### src/rtl/reaction_judge.sv
// -----------------------------------------------------------------------------
// reaction_judge
//
// Game-play judge for a reaction game. Lights one of eight target LEDs,
// debounces the eight player buttons and judges each round as a hit or a
// miss. The one-cycle miss pulse is consumed by the downstream countdown
// timer as a time penalty. Hit and miss counters saturate. The judge freezes
// in DONE once the timer raises game_over, and leaves DONE only on reset.
//
// Round flow: IDLE -> GAP -> ACTIVE -> RELEASE -> GAP -> ...
//   GAP     : LEDs dark for GAP_TICKS ticks, then a new target lights.
//   ACTIVE  : waits for a press event or a WINDOW_TICKS timeout.
//   RELEASE : LEDs dark until every debounced button is released.
//
// Ports:
//   clock       system clock
//   reset       asynchronous, active-high reset
//   start       level; leaves IDLE while high
//   game_over   level from the timer; sticky until reset
//   btn[7:0]    raw asynchronous active-high player buttons
//   led[7:0]    one-hot target LED, or all zero
//   hit         one-cycle pulse on a correct press
//   miss        one-cycle pulse on a wrong press, multi-press or timeout
//   hit_count   saturating hit counter (16 bit)
//   miss_count  saturating miss counter (8 bit)
//   busy        high in GAP, ACTIVE and RELEASE
//
// The FSM state register is state_q (S_* encodings below) for observation.
// -----------------------------------------------------------------------------
module reaction_judge #(
    parameter int          TICK_DIV       = 5000,
    parameter int          DEBOUNCE_TICKS = 100,
    parameter int          WINDOW_TICKS   = 10000,
    parameter int          GAP_TICKS      = 3000,
    parameter logic [15:0] LFSR_SEED      = 16'hACE1
) (
    input  logic        clock,
    input  logic        reset,
    input  logic        start,
    input  logic        game_over,
    input  logic [7:0]  btn,
    output logic [7:0]  led,
    output logic        hit,
    output logic        miss,
    output logic [15:0] hit_count,
    output logic [7:0]  miss_count,
    output logic        busy
);

    // -------------------------------------------------------------------------
    // Widths and limits
    // -------------------------------------------------------------------------
    localparam int DIV_W    = (TICK_DIV > 1) ? $clog2(TICK_DIV) : 1;
    localparam int DEB_W    = $clog2(DEBOUNCE_TICKS + 1);
    localparam int WIN_MAXV = (WINDOW_TICKS > GAP_TICKS) ? WINDOW_TICKS : GAP_TICKS;
    localparam int WIN_W    = $clog2(WIN_MAXV + 1);

    localparam logic [DIV_W-1:0] DIV_LAST = DIV_W'(TICK_DIV - 1);
    localparam logic [DEB_W-1:0] DEB_LAST = DEB_W'(DEBOUNCE_TICKS - 1);
    localparam logic [WIN_W-1:0] WIN_END  = WIN_W'(WINDOW_TICKS);
    localparam logic [WIN_W-1:0] GAP_LAST = WIN_W'(GAP_TICKS - 1);

    localparam logic [2:0] S_IDLE    = 3'd0;
    localparam logic [2:0] S_GAP     = 3'd1;
    localparam logic [2:0] S_ACTIVE  = 3'd2;
    localparam logic [2:0] S_RELEASE = 3'd3;
    localparam logic [2:0] S_DONE    = 3'd4;

    // -------------------------------------------------------------------------
    // Tick divider: free-running 0..TICK_DIV-1, tick on the last count
    // -------------------------------------------------------------------------
    logic [DIV_W-1:0] div_q;
    logic             tick;

    assign tick = (div_q == DIV_LAST);

    always_ff @(posedge clock or posedge reset) begin
        if (reset) begin
            div_q <= '0;
        end else if (tick) begin
            div_q <= '0;
        end else begin
            div_q <= div_q + 1'b1;
        end
    end

    // -------------------------------------------------------------------------
    // Two-flop synchroniser for the raw buttons
    // -------------------------------------------------------------------------
    logic [7:0] sync1_q;
    logic [7:0] sync2_q;

    always_ff @(posedge clock or posedge reset) begin
        if (reset) begin
            sync1_q <= '0;
            sync2_q <= '0;
        end else begin
            sync1_q <= btn;
            sync2_q <= sync1_q;
        end
    end

    // -------------------------------------------------------------------------
    // Per-bit debounce. Any cycle where the synced value agrees with the
    // debounced value restarts the count, so only DEBOUNCE_TICKS consecutive
    // disagreeing ticks flip the debounced bit.
    // -------------------------------------------------------------------------
    logic [7:0]       deb_q;
    logic [DEB_W-1:0] deb_cnt_q [8];

    always_ff @(posedge clock or posedge reset) begin
        if (reset) begin
            deb_q <= '0;
            for (int i = 0; i < 8; i++) begin
                deb_cnt_q[i] <= '0;
            end
        end else begin
            for (int i = 0; i < 8; i++) begin
                if (sync2_q[i] == deb_q[i]) begin
                    deb_cnt_q[i] <= '0;
                end else if (tick) begin
                    if (deb_cnt_q[i] == DEB_LAST) begin
                        deb_q[i]     <= ~deb_q[i];
                        deb_cnt_q[i] <= '0;
                    end else begin
                        deb_cnt_q[i] <= deb_cnt_q[i] + 1'b1;
                    end
                end
            end
        end
    end

    // -------------------------------------------------------------------------
    // Press events: registered rising edges of the debounced buttons.
    // press_q is high for exactly one cycle per debounced press.
    // -------------------------------------------------------------------------
    logic [7:0] deb_d_q;
    logic [7:0] press_q;

    always_ff @(posedge clock or posedge reset) begin
        if (reset) begin
            deb_d_q <= '0;
            press_q <= '0;
        end else begin
            deb_d_q <= deb_q;
            press_q <= deb_q & ~deb_d_q;
        end
    end

    // -------------------------------------------------------------------------
    // Target LFSR: 16-bit Fibonacci, taps 16,14,13,11, shifting left so the
    // feedback bit enters at bit 0. Advances every clock.
    // -------------------------------------------------------------------------
    logic [15:0] lfsr_q;

    always_ff @(posedge clock or posedge reset) begin
        if (reset) begin
            lfsr_q <= LFSR_SEED;
        end else begin
            lfsr_q <= {lfsr_q[14:0], lfsr_q[15] ^ lfsr_q[13] ^ lfsr_q[12] ^ lfsr_q[10]};
        end
    end

    // Target index: LFSR[2:0], bumped by one when it would repeat the last
    // target so the player always sees the light move.
    logic [2:0] prev_tgt_q;
    logic       prev_vld_q;
    logic [2:0] pick_idx;

    always_comb begin
        pick_idx = lfsr_q[2:0];
        if (prev_vld_q && (pick_idx == prev_tgt_q)) begin
            pick_idx = pick_idx + 3'd1;
        end
    end

    // -------------------------------------------------------------------------
    // Round FSM (next-state logic)
    // -------------------------------------------------------------------------
    logic [2:0]       state_q, state_n;
    logic [WIN_W-1:0] win_q,   win_n;
    logic [7:0]       led_q,   led_n;
    logic             hit_q,   hit_n;
    logic             miss_q,  miss_n;
    logic [2:0]       prev_tgt_n;
    logic             prev_vld_n;

    always_comb begin
        state_n    = state_q;
        win_n      = win_q;
        led_n      = led_q;
        hit_n      = 1'b0;
        miss_n     = 1'b0;
        prev_tgt_n = prev_tgt_q;
        prev_vld_n = prev_vld_q;

        case (state_q)
            S_IDLE: begin
                led_n = '0;
                if (start) begin
                    state_n = S_GAP;
                    win_n   = '0;
                end
            end

            S_GAP: begin
                led_n = '0;
                if (tick) begin
                    if (win_q == GAP_LAST) begin
                        led_n      = 8'b1 << pick_idx;
                        prev_tgt_n = pick_idx;
                        prev_vld_n = 1'b1;
                        win_n      = '0;
                        state_n    = S_ACTIVE;
                    end else begin
                        win_n = win_q + 1'b1;
                    end
                end
            end

            S_ACTIVE: begin
                // A press takes priority over a coinciding timeout.
                if (press_q != 8'h00) begin
                    if (press_q == led_q) begin
                        hit_n = 1'b1;
                    end else begin
                        miss_n = 1'b1;
                    end
                    led_n   = '0;
                    state_n = S_RELEASE;
                end else if (win_q == WIN_END) begin
                    miss_n  = 1'b1;
                    led_n   = '0;
                    state_n = S_RELEASE;
                end else if (tick) begin
                    win_n = win_q + 1'b1;
                end
            end

            S_RELEASE: begin
                led_n = '0;
                if (deb_q == 8'h00) begin
                    win_n   = '0;
                    state_n = S_GAP;
                end
            end

            S_DONE: begin
                led_n = '0;
            end

            default: begin
                led_n   = '0;
                state_n = S_IDLE;
            end
        endcase

        // game_over wins over everything, including a judgement made this cycle.
        if (game_over) begin
            state_n = S_DONE;
            led_n   = '0;
            hit_n   = 1'b0;
            miss_n  = 1'b0;
        end
    end

    // -------------------------------------------------------------------------
    // Round FSM (registers)
    // -------------------------------------------------------------------------
    always_ff @(posedge clock or posedge reset) begin
        if (reset) begin
            state_q    <= S_IDLE;
            win_q      <= '0;
            led_q      <= '0;
            hit_q      <= 1'b0;
            miss_q     <= 1'b0;
            prev_tgt_q <= '0;
            prev_vld_q <= 1'b0;
        end else begin
            state_q    <= state_n;
            win_q      <= win_n;
            led_q      <= led_n;
            hit_q      <= hit_n;
            miss_q     <= miss_n;
            prev_tgt_q <= prev_tgt_n;
            prev_vld_q <= prev_vld_n;
        end
    end

    // -------------------------------------------------------------------------
    // Saturating counters, updated on the same edge that raises the pulse
    // -------------------------------------------------------------------------
    logic [15:0] hit_cnt_q;
    logic [7:0]  miss_cnt_q;

    always_ff @(posedge clock or posedge reset) begin
        if (reset) begin
            hit_cnt_q  <= '0;
            miss_cnt_q <= '0;
        end else begin
            if (hit_n && (hit_cnt_q != 16'hFFFF)) begin
                hit_cnt_q <= hit_cnt_q + 16'd1;
            end
            if (miss_n && (miss_cnt_q != 8'hFF)) begin
                miss_cnt_q <= miss_cnt_q + 8'd1;
            end
        end
    end

    // -------------------------------------------------------------------------
    // Outputs
    // -------------------------------------------------------------------------
    assign led        = led_q;
    assign hit        = hit_q;
    assign miss       = miss_q;
    assign hit_count  = hit_cnt_q;
    assign miss_count = miss_cnt_q;
    assign busy       = (state_q == S_GAP) || (state_q == S_ACTIVE) || (state_q == S_RELEASE);

endmodule
### config.mk
export PLATFORM = sky130hd
export DESIGN_NAME = reaction_judge
export DESIGN_NICKNAME = d
export VERILOG_FILES = /design/src/rtl/reaction_judge.sv
export SDC_FILE = /design/constraint.sdc
export NUM_CORES = 1
export LEC_CHECK = 0
export ABC_AREA = 1
export BUFFER_PORTS_ARGS = -buffer_cell sky130_fd_sc_hd__buf_2
export CELL_PAD_IN_SITES_DETAIL_PLACEMENT = 1
export CELL_PAD_IN_SITES_GLOBAL_PLACEMENT = 1
export CORE_MARGIN = 10
export CORE_UTILIZATION = 51
export CTS_CLUSTER_DIAMETER = 50
export CTS_CLUSTER_SIZE = 14
export DETAILED_ROUTE_END_ITERATION = 6
export GPL_TIMING_DRIVEN = 1
export PLACE_DENSITY = 0.95
export REMOVE_ABC_BUFFERS = 1
export SLEW_MARGIN = 20
export SYNTH_ARGS = -nofsm -noshare
export SYNTH_HDL_FRONTEND = slang
export SYNTH_SLANG_ARGS = --single-unit
### constraint.sdc
create_clock -name clock -period 13.4 [get_ports clock]
set_input_delay 4.02 -clock clock [delete_from_list [all_inputs] [get_ports clock]]
set_output_delay 4.02 -clock clock [all_outputs]
set_load 0.005 [all_outputs]
---- Word level (Yosys, flattened, before mapping) ----
Index checks and enable logic that the tools add are counted.
storage, ports and cells
  flip-flop bits (word level) ............. 180
  output and inout bits ................... 35
operators by class
  shifts and indexed selects .............. 1
  $add $sub $neg .......................... 13
  reduce and logical (&&, ||, !) cells .... 28
  multiplexer cells ....................... 57
  equality and inequality tests ........... 39
  bitwise operators ....................... 21
operator list
  operator                                                           count
  7-bit 2-to-1 mux                                                   24
  14-bit 2-to-1 mux                                                  7
  7-bit by 1-bit adder with 7-bit output, second input constant      8
  7-bit == test, second input constant                               8
  14-bit case mux with 4 select lines                                1
  8-bit 2-to-1 mux                                                   5
  3-bit AND reduction                                                9
  3-bit 2-to-1 mux                                                   8
  16-bit by 1-bit adder with 16-bit output, second input constant    1
  16-bit inequality test, second input constant                      1
  1-bit NOT                                                          16
  8-bit case mux with 2 select lines                                 1
  2-bit nonzero test                                                 8
  3-bit case mux with 5 select lines                                 1
  14-bit by 1-bit adder with 14-bit output, second input constant    1
  14-bit by 12-bit == test with 1-bit output, second input constant  1
  14-bit == test, second input constant                              1
  2-bit inequality test, second input constant                       7
  13-bit by 1-bit adder with 13-bit output, second input constant    1
  13-bit == test, second input constant                              1
  13-bit 2-to-1 mux                                                  1
  3-bit inequality test, second input constant                       4
  1-bit 2-to-1 mux                                                   9
  8-bit by 1-bit adder with 8-bit output, second input constant      1
  21 further kinds                                                   34

---- Longest topological paths before layout ----
Gate-level depths: netlist of the first run.
  word-level depth ........................ 8
  gate-level depth with buffers ........... 12
  mapped depth without buffers ............ 11

---- Least setup slack after synthesis of the first run ----
Ideal clock, no wire load.
  path type ............................... input-to-reg
  start ................................... input port game_over
  end ..................................... register miss_cnt_q[2] (netlist: miss_count[2])
  arrival time ............................ 4.797 ns
  buffers on the path ..................... 0
  path slack .............................. 8.485 ns
  setup time .............................. 0.118 ns
  cell stages on the path ................. 6
  cells stage by stage .................... nor2_4 > inv_2 > a21oi_4 > nand3_2 > nand2_1 > nand2_1
on the way
  cells in the longest elaborated chain, start to end .. 2
ends and longest elaborated chain
  element                 line  source
  start: declaration      40    input logic game_over,
  1-bit 2-to-1 mux        259   if (game_over) begin
  1-bit logical AND       304   if (miss_n && (miss_cnt_q != 8'hFF)) begin
  end signal: assignment  305   miss_cnt_q <= miss_cnt_q + 8'd1;
  end: declaration        294   logic [7:0] miss_cnt_q;
No other way between the ends.
A chain may end at the register's enable or synchronous reset.

==> results of run 1 <==
[stage by stage]
stage / hold WS, ps / utilization [%] / instances / power, mW / area, um2
final: 350 / 58.1 / 1341 / 1.09 / 10100
after global routing: 355 / 58.1 / 1341 / 1.12 / 10100
after CTS: 352 / 58.1 / 1341 / 1.10 / 10100
after detailed placement: 336 / 54.7 / 1309 / 0.583 / 9470
after global placement: 333 / 54.7 / 1309 / 0.582 / 9470
after floorplan: 331 / - / 1036 / 0.574 / 8930
[where the power goes]
group / switching (mW) / leakage, nW / internal [mW] / total, mW
Sequential: 0.00244 / 2.43 / 0.546 / 0.549
Clock: 0.232 / 0.287 / 0.283 / 0.515
Combinational: 0.0190 / 2.10 / 0.00449 / 0.0235
Total: 0.253 / 4.82 / 0.834 / 1.09
[final cells by class]
| type | instances | area (um2) | area share (%) |
|---|---|---|---|
| Clock buffer | 19 | 443 | 4.40 |
| Timing Repair Buffer | 48 | 245 | 2.44 |
| Sequential cell | 180 | 4510 | 44.9 |
| Clock inverter | 13 | 149 | 1.48 |
| Tap cell | 225 | 282 | 2.80 |
| Inverter | 147 | 557 | 5.54 |
| Multi-Input combinational cell | 709 | 3870 | 38.5 |
[cell usage in the layout (no fill, tap or decap), drive strengths merged]
| cell | n |
|---|---|
| a211oi | 1 |
| a21oi | 10 |
| a22o | 8 |
| buf | 48 |
| bufinv | 2 |
| clkbuf | 19 |
| clkinv | 5 |
| clkinvlp | 2 |
| dfrtp | 172 |
| dfstp | 8 |
| ha | 14 |
| inv | 151 |
| nand2 | 231 |
| nand3 | 100 |
| nand3b | 2 |
| nand4 | 42 |
| nor2 | 94 |
| nor3 | 32 |
| nor4 | 2 |
| o211ai | 2 |
| o21ai | 46 |
| o21bai | 1 |
| o22ai | 33 |
| or2 | 1 |
| xnor2 | 32 |
| xor2 | 58 |
[flip-flops by register name, indices dropped and copies added, names as in the netlist]
register / flops
deb_cnt_q: 56
deb_d_q: 8
deb_q: 8
div_q: 13
hit: 1
hit_count: 16
led: 8
lfsr_q: 16
miss: 1
miss_count: 8
press_q: 8
prev_tgt_q: 3
prev_vld_q: 1
state_q: 3
sync1_q: 8
sync2_q: 8
win_q: 14
[worst min-delay path by stage]
stage / start / end / cells past startpoint
2_1_floorplan: lfsr_q[3]$_DFF_PP0_ / lfsr_q[4]$_DFF_PP0_ / 0
3_3_place_gp: sync1_q[4]$_DFF_PP0_ / sync2_q[4]$_DFF_PP0_ / 0
3_5_place_dp: sync1_q[4]$_DFF_PP0_ / sync2_q[4]$_DFF_PP0_ / 0
4_1_cts: sync1_q[4]$_DFF_PP0_ / sync2_q[4]$_DFF_PP0_ / 0
5_1_grt: sync1_q[7]$_DFF_PP0_ / sync2_q[7]$_DFF_PP0_ / 0
6_report: sync1_q[5]$_DFF_PP0_ / sync2_q[5]$_DFF_PP0_ / 0
[kinds of logic (layout without fill, tap and decap cells)]
family                     count (synthesis)  after routing  synth area share [%]
xor gates and xnor gates                  90             90                  8.77
DFF                                      180            180                  50.2
adders and majority gates                 14             14                  1.95
and+or+nand+nor                          504            504                  25.6
buffers and inverters                    156            227                  6.71
AOI/OAI and AO/OA                        101            101                  6.70
[metal layers]
layer  GRT usage (%)  wire length (um)  up-vias
met2            38.7             13200      146
met3            4.52               919       48
met5               0                 0        -
met4            9.58               693        0
li1                -                 -     3529
met1            24.5             10100     3784
==> run summary, run 1 <==
status - complete, no violations
CP startpoint - reset
top cell type's share of synthesized area - 47.9%
P per Cell Area - 108 nW/um2
wire per inst - 18.6 um
via density per instance - 5.60
number of flops mapped to enable cells by yosys - 0
synthesized area per cell - 8.60 um2
slowest stage cell, crit path - buf_4
Setup violations, final - 0
vias in the first global route - 8437
required time worst endpoint - 13930 ps
DRT iter0 DRCs - 397
H-tree depth reported by CTS - 4
Rows - 48
post-route worst setup slack - 7880 ps
die width - 153 um
via count - 7507
register area share after synthesis - 50.2%
Post-DP HPWL - 16900 um
CP endpoint - miss_count[6]$_DFFE_PP0P_
crit-path leading delay family - buffers and inverters
Starting Density - 51.9%
DRC violations left - 0
Worst-Margin Slew - 1120 ps
startpoint types - input pin
Max Freq - 181 MHz
Critical Path AT - 6040 ps
CORE AREA - 17300 um2
Fin. Hold Viols - 0
register-to-register setup slack - 10410 ps
Async SR Flop Fraction - 100%
P_leak - 4.82 nW
io pins - 47
Setup WS pre-CTS - 7320 ps
Critical Path Stages - 4
filler cell count - 2062
largest net degree at the start of global routing - 80
clock latency on the worst-skew pair - 460 ps
Post-synth top cells - nand2_1, dfrtp_1, inv_1
synth warn - 0
GP Congestion - 0.846
element type at the critical path end - asynchronous set/reset pin
clock tree buffer depth - 2
gr usage total - 21.8%
Resized Gates After CTS - 0
crit-path cells - buf_2 -> inv_6 -> buf_4 -> buf_4
DRT Pass-1 Iters - 5
Max-Cap Viols - 0
FF-to-FF Start - div_q[0]$_DFF_PP0_
Min-Delay Path Class - reg2reg
Critical Path Max Stage Delay - 670 ps
Yosys top cell by area - dfrtp_1
Hold Buf Count CTS - 0
top-count cell post-synth - nand2_1
RSZ-0062 raised after global routing - no
main area contributors after synthesis - dfrtp_1, nand2_1, inv_1
antenna viol nets, final - 0
clock slew at reported path FFs - 70 ps
root buffer cell - clkbuf_16
initial antenna violation count - 0
layout cell share with drive strength beyond 1 - 10.4%
Max VDD drop - 0.0946 mV
Area Overhead vs Synth - 11.9%
post-layout min period - 5520 ps
Buf+Inv Stages, Crit Path - 4
setup TNS - 0 ps
critical path class - in2async
Post-Syn Area - 8980 um2
reg2reg end - win_q[6]$_DFFE_PP0P_
Max Slew Vio Count - 0
die height - 153 um
CTS tree - built
total CTS buffers - 17
Rel. slew slack - 25.0%
clock sink total - 180
number of synthesized register bits - 180
Die ar. - 23300 um2
Post-CTS Setup Bufs - 0
ys flop type - dfrtp_1
clk_skew - 11.1 ps
Routed Wire Length - 25000 um
nets@finish - 1129
Reg2Reg Depth - 11
first-pass GRT wire length - 42200 um
Gate Count Post-Synth - 1045
Final period util - 41.2%
Critical Path Most Common Cell - buf_4
CP Max Fanout - 79
antenna cell count - 0
# port buffers - 46
total gr overflow - 0
synth unique cells - 37
Power figures use the tool's default switching activity.
==> run 2: changes to the inputs <==
- CORE_UTILIZATION: 51 -> 47
- PLACE_DENSITY: 0.95 -> 0.92
- clock period: 13.4 -> 5.58 ns (I/O delays scaled with it)
==> run 2 against run 1 <==
  * Clock power grew 140%
  * Hold slack gained 0.63 ps
  * Flip-flop and latch count unchanged
  * Non-clock buffer count increased by 1
  * Clock skew increased by 10 ps
  * Largest power group unchanged
  * Highest routed layer unchanged
==> run summary, run 2 (same netlist as run 1, synthesis figures left out) <==
element type at the critical path end - output pin
post-route worst setup slack - 2560 ps (-5330 ps)
status - complete, no violations
Max VDD drop - 0.225 mV (+140%)
Setup violations, final - 0 (unchanged)
clock latency on the worst-skew pair - 460 ps (about the same)
Area Overhead vs Synth - 12.3%
Reg2Reg Depth - 12 (+1)
dpl cell area - 9500 um2 (+0.33%)
required time worst endpoint - 3910 ps (-10020 ps)
total CTS buffers - 17 (unchanged)
Max Slew Vio Count - 0 (unchanged)
die height - 158 um (+3.6%)
CP startpoint - state_q[1]$_DFFE_PP0P_
filler cell count - 2255 (+9.4%)
Post-CTS Setup Bufs - 0 (unchanged)
clock tree buffer depth - 2 (unchanged)
critical path class - reg2out
Post-DP HPWL - 16800 um (-0.56%)
Rel. slew slack - 39.3% (+14 points)
min-delay src - lfsr_q[3]$_DFF_PP0_
Fin. Hold Viols - 0 (unchanged)
startpoint types - flop
Rows - 50 (+4.2%)
Min-Delay Path Class - reg2reg
via count - 7503 (-0.053%)
Max-Cap Viols - 0 (unchanged)
GP Congestion - 0.859 (+1.6%)
DRT Pass-1 Iters - 4 (-1)
wire per inst - 18.4 um (-1.1%)
final instance area - 10100 um2 (+0.34%)
clock slew at reported path FFs - 80 ps (about the same)
Resized Gates After CTS - 0 (unchanged)
Hold Buf Count CTS - 0 (unchanged)
H-tree depth reported by CTS - 4 (unchanged)
P_leak - 4.83 nW (+0.26%)
P per Cell Area - 259 nW/um2 (+140%)
Design Power - 2.61 mW (+140%)
Final period util - 54.2%
via density per instance - 5.55 (-0.79%)
CORE AREA - 18800 um2 (+8.5%)
antenna viol nets, final - 0 (unchanged)
largest net degree at the start of global routing - 91 (+14%)
FF-to-FF Start - div_q[0]$_DFF_PP0_
clk_skew - 21.3 ps (+10.2 ps)
total gr overflow - 0 (unchanged)
layout cell share with drive strength beyond 1 - 10.6% (+0.17 points)
DRT iter0 DRCs - 455 (+15%)
RSZ-0062 raised after global routing - no
die width - 158 um (+3.6%)
antenna cell count - 0 (unchanged)
CP Max Fanout - 4 (-95%)
Worst-Margin Slew - 906 ps (-215 ps)
Setup WS pre-CTS - 2420 ps (-4900 ps)
leading cell type in the layout, fill and taps excluded - nand2_1
Die ar. - 25000 um2 (+7.4%)
WHS Path Cells - 0 (unchanged)
initial antenna violation count - 0 (unchanged)
gr usage total - 20.7% (-1.0 points)
first-pass GRT wire length - 41600 um (-1.6%)
# port buffers - 46 (unchanged)
number of flip-flops under the largest register name - 56 (unchanged)
Top reg by flops - deb_cnt_q
root buffer cell - clkbuf_16
clock sink total - 180 (unchanged)
DRC violations left - 0 (unchanged)
Max Freq - 331 MHz
Starting Density - 47.9% (-4.1 points)
CTS tree - built
vias in the first global route - 8327 (-1.3%)
Routed Wire Length - 24900 um (-0.35%)
io pins - 47 (unchanged)
Critical Path AT - 1350 ps (-4690 ps)
most frequent cells in the layout - nand2_1, dfrtp_1, inv_1
nets@finish - 1130 (+0.089%)
post-layout min period - 3020 ps
## run 2: final cells by class
type / count / area (um2) / share of cell area (%)
well taps: 234 / 293 / 2.90
repair buffers: 49 / 265 / 2.63
multi-input cells: 709 / 3870 / 38.3
flip-flops and latches: 180 / 4510 / 44.7
clock buffers: 18 / 439 / 4.35
clock inverters: 14 / 155 / 1.54
inverters: 147 / 557 / 5.52
## run 2: per-layer routing
metal	share of wire [%]	GRT usage (%)	wire, um	up-vias
met3	3.8	4.51	957	49
met4	2.8	8.38	694	0
li1	-	-	-	3535
met2	51	36.5	12800	145
met5	0	0	0	-
met1	42	24.0	10500	3774
## run 2: final timing paths
kind,end,slack (ps)
max,busy,2560
min reg2reg,lfsr_q[4]$_DFF_PP0_,350
max in group asynchronous,lfsr_q[6]$_DFF_PP1_,3260
min in group asynchronous,deb_cnt_q[2]$_DFFE_PP0P_,1380
max reg2reg,win_q[9]$_DFFE_PP0P_,3130
min,lfsr_q[4]$_DFF_PP0_,350
## run 2: per-stage QoR
stage	hold slack [ps]	util, %	TNS [ps]	instances
finish	351	53.8	0	1351
global route	360	53.8	0	1351
CTS	353	53.8	0	1351
detailed placement	336	50.6	0	1319
global placement	334	50.6	0	1319
floorplan	331	-	-166450	1036
## run 2: worst max-delay path, cell delays in order, from the launching register on
cell and delay [ps]:
dfrtp_1 450, inv_1 130, a21oi_1 170, buf_2 130
## run 2: where the power goes
part / switching, mW / internal [mW]
Clock: 0.587 / 0.648
Sequential: 0.00682 / 1.31
Combinational: 0.0464 / 0.0117
Total: 0.640 / 1.97
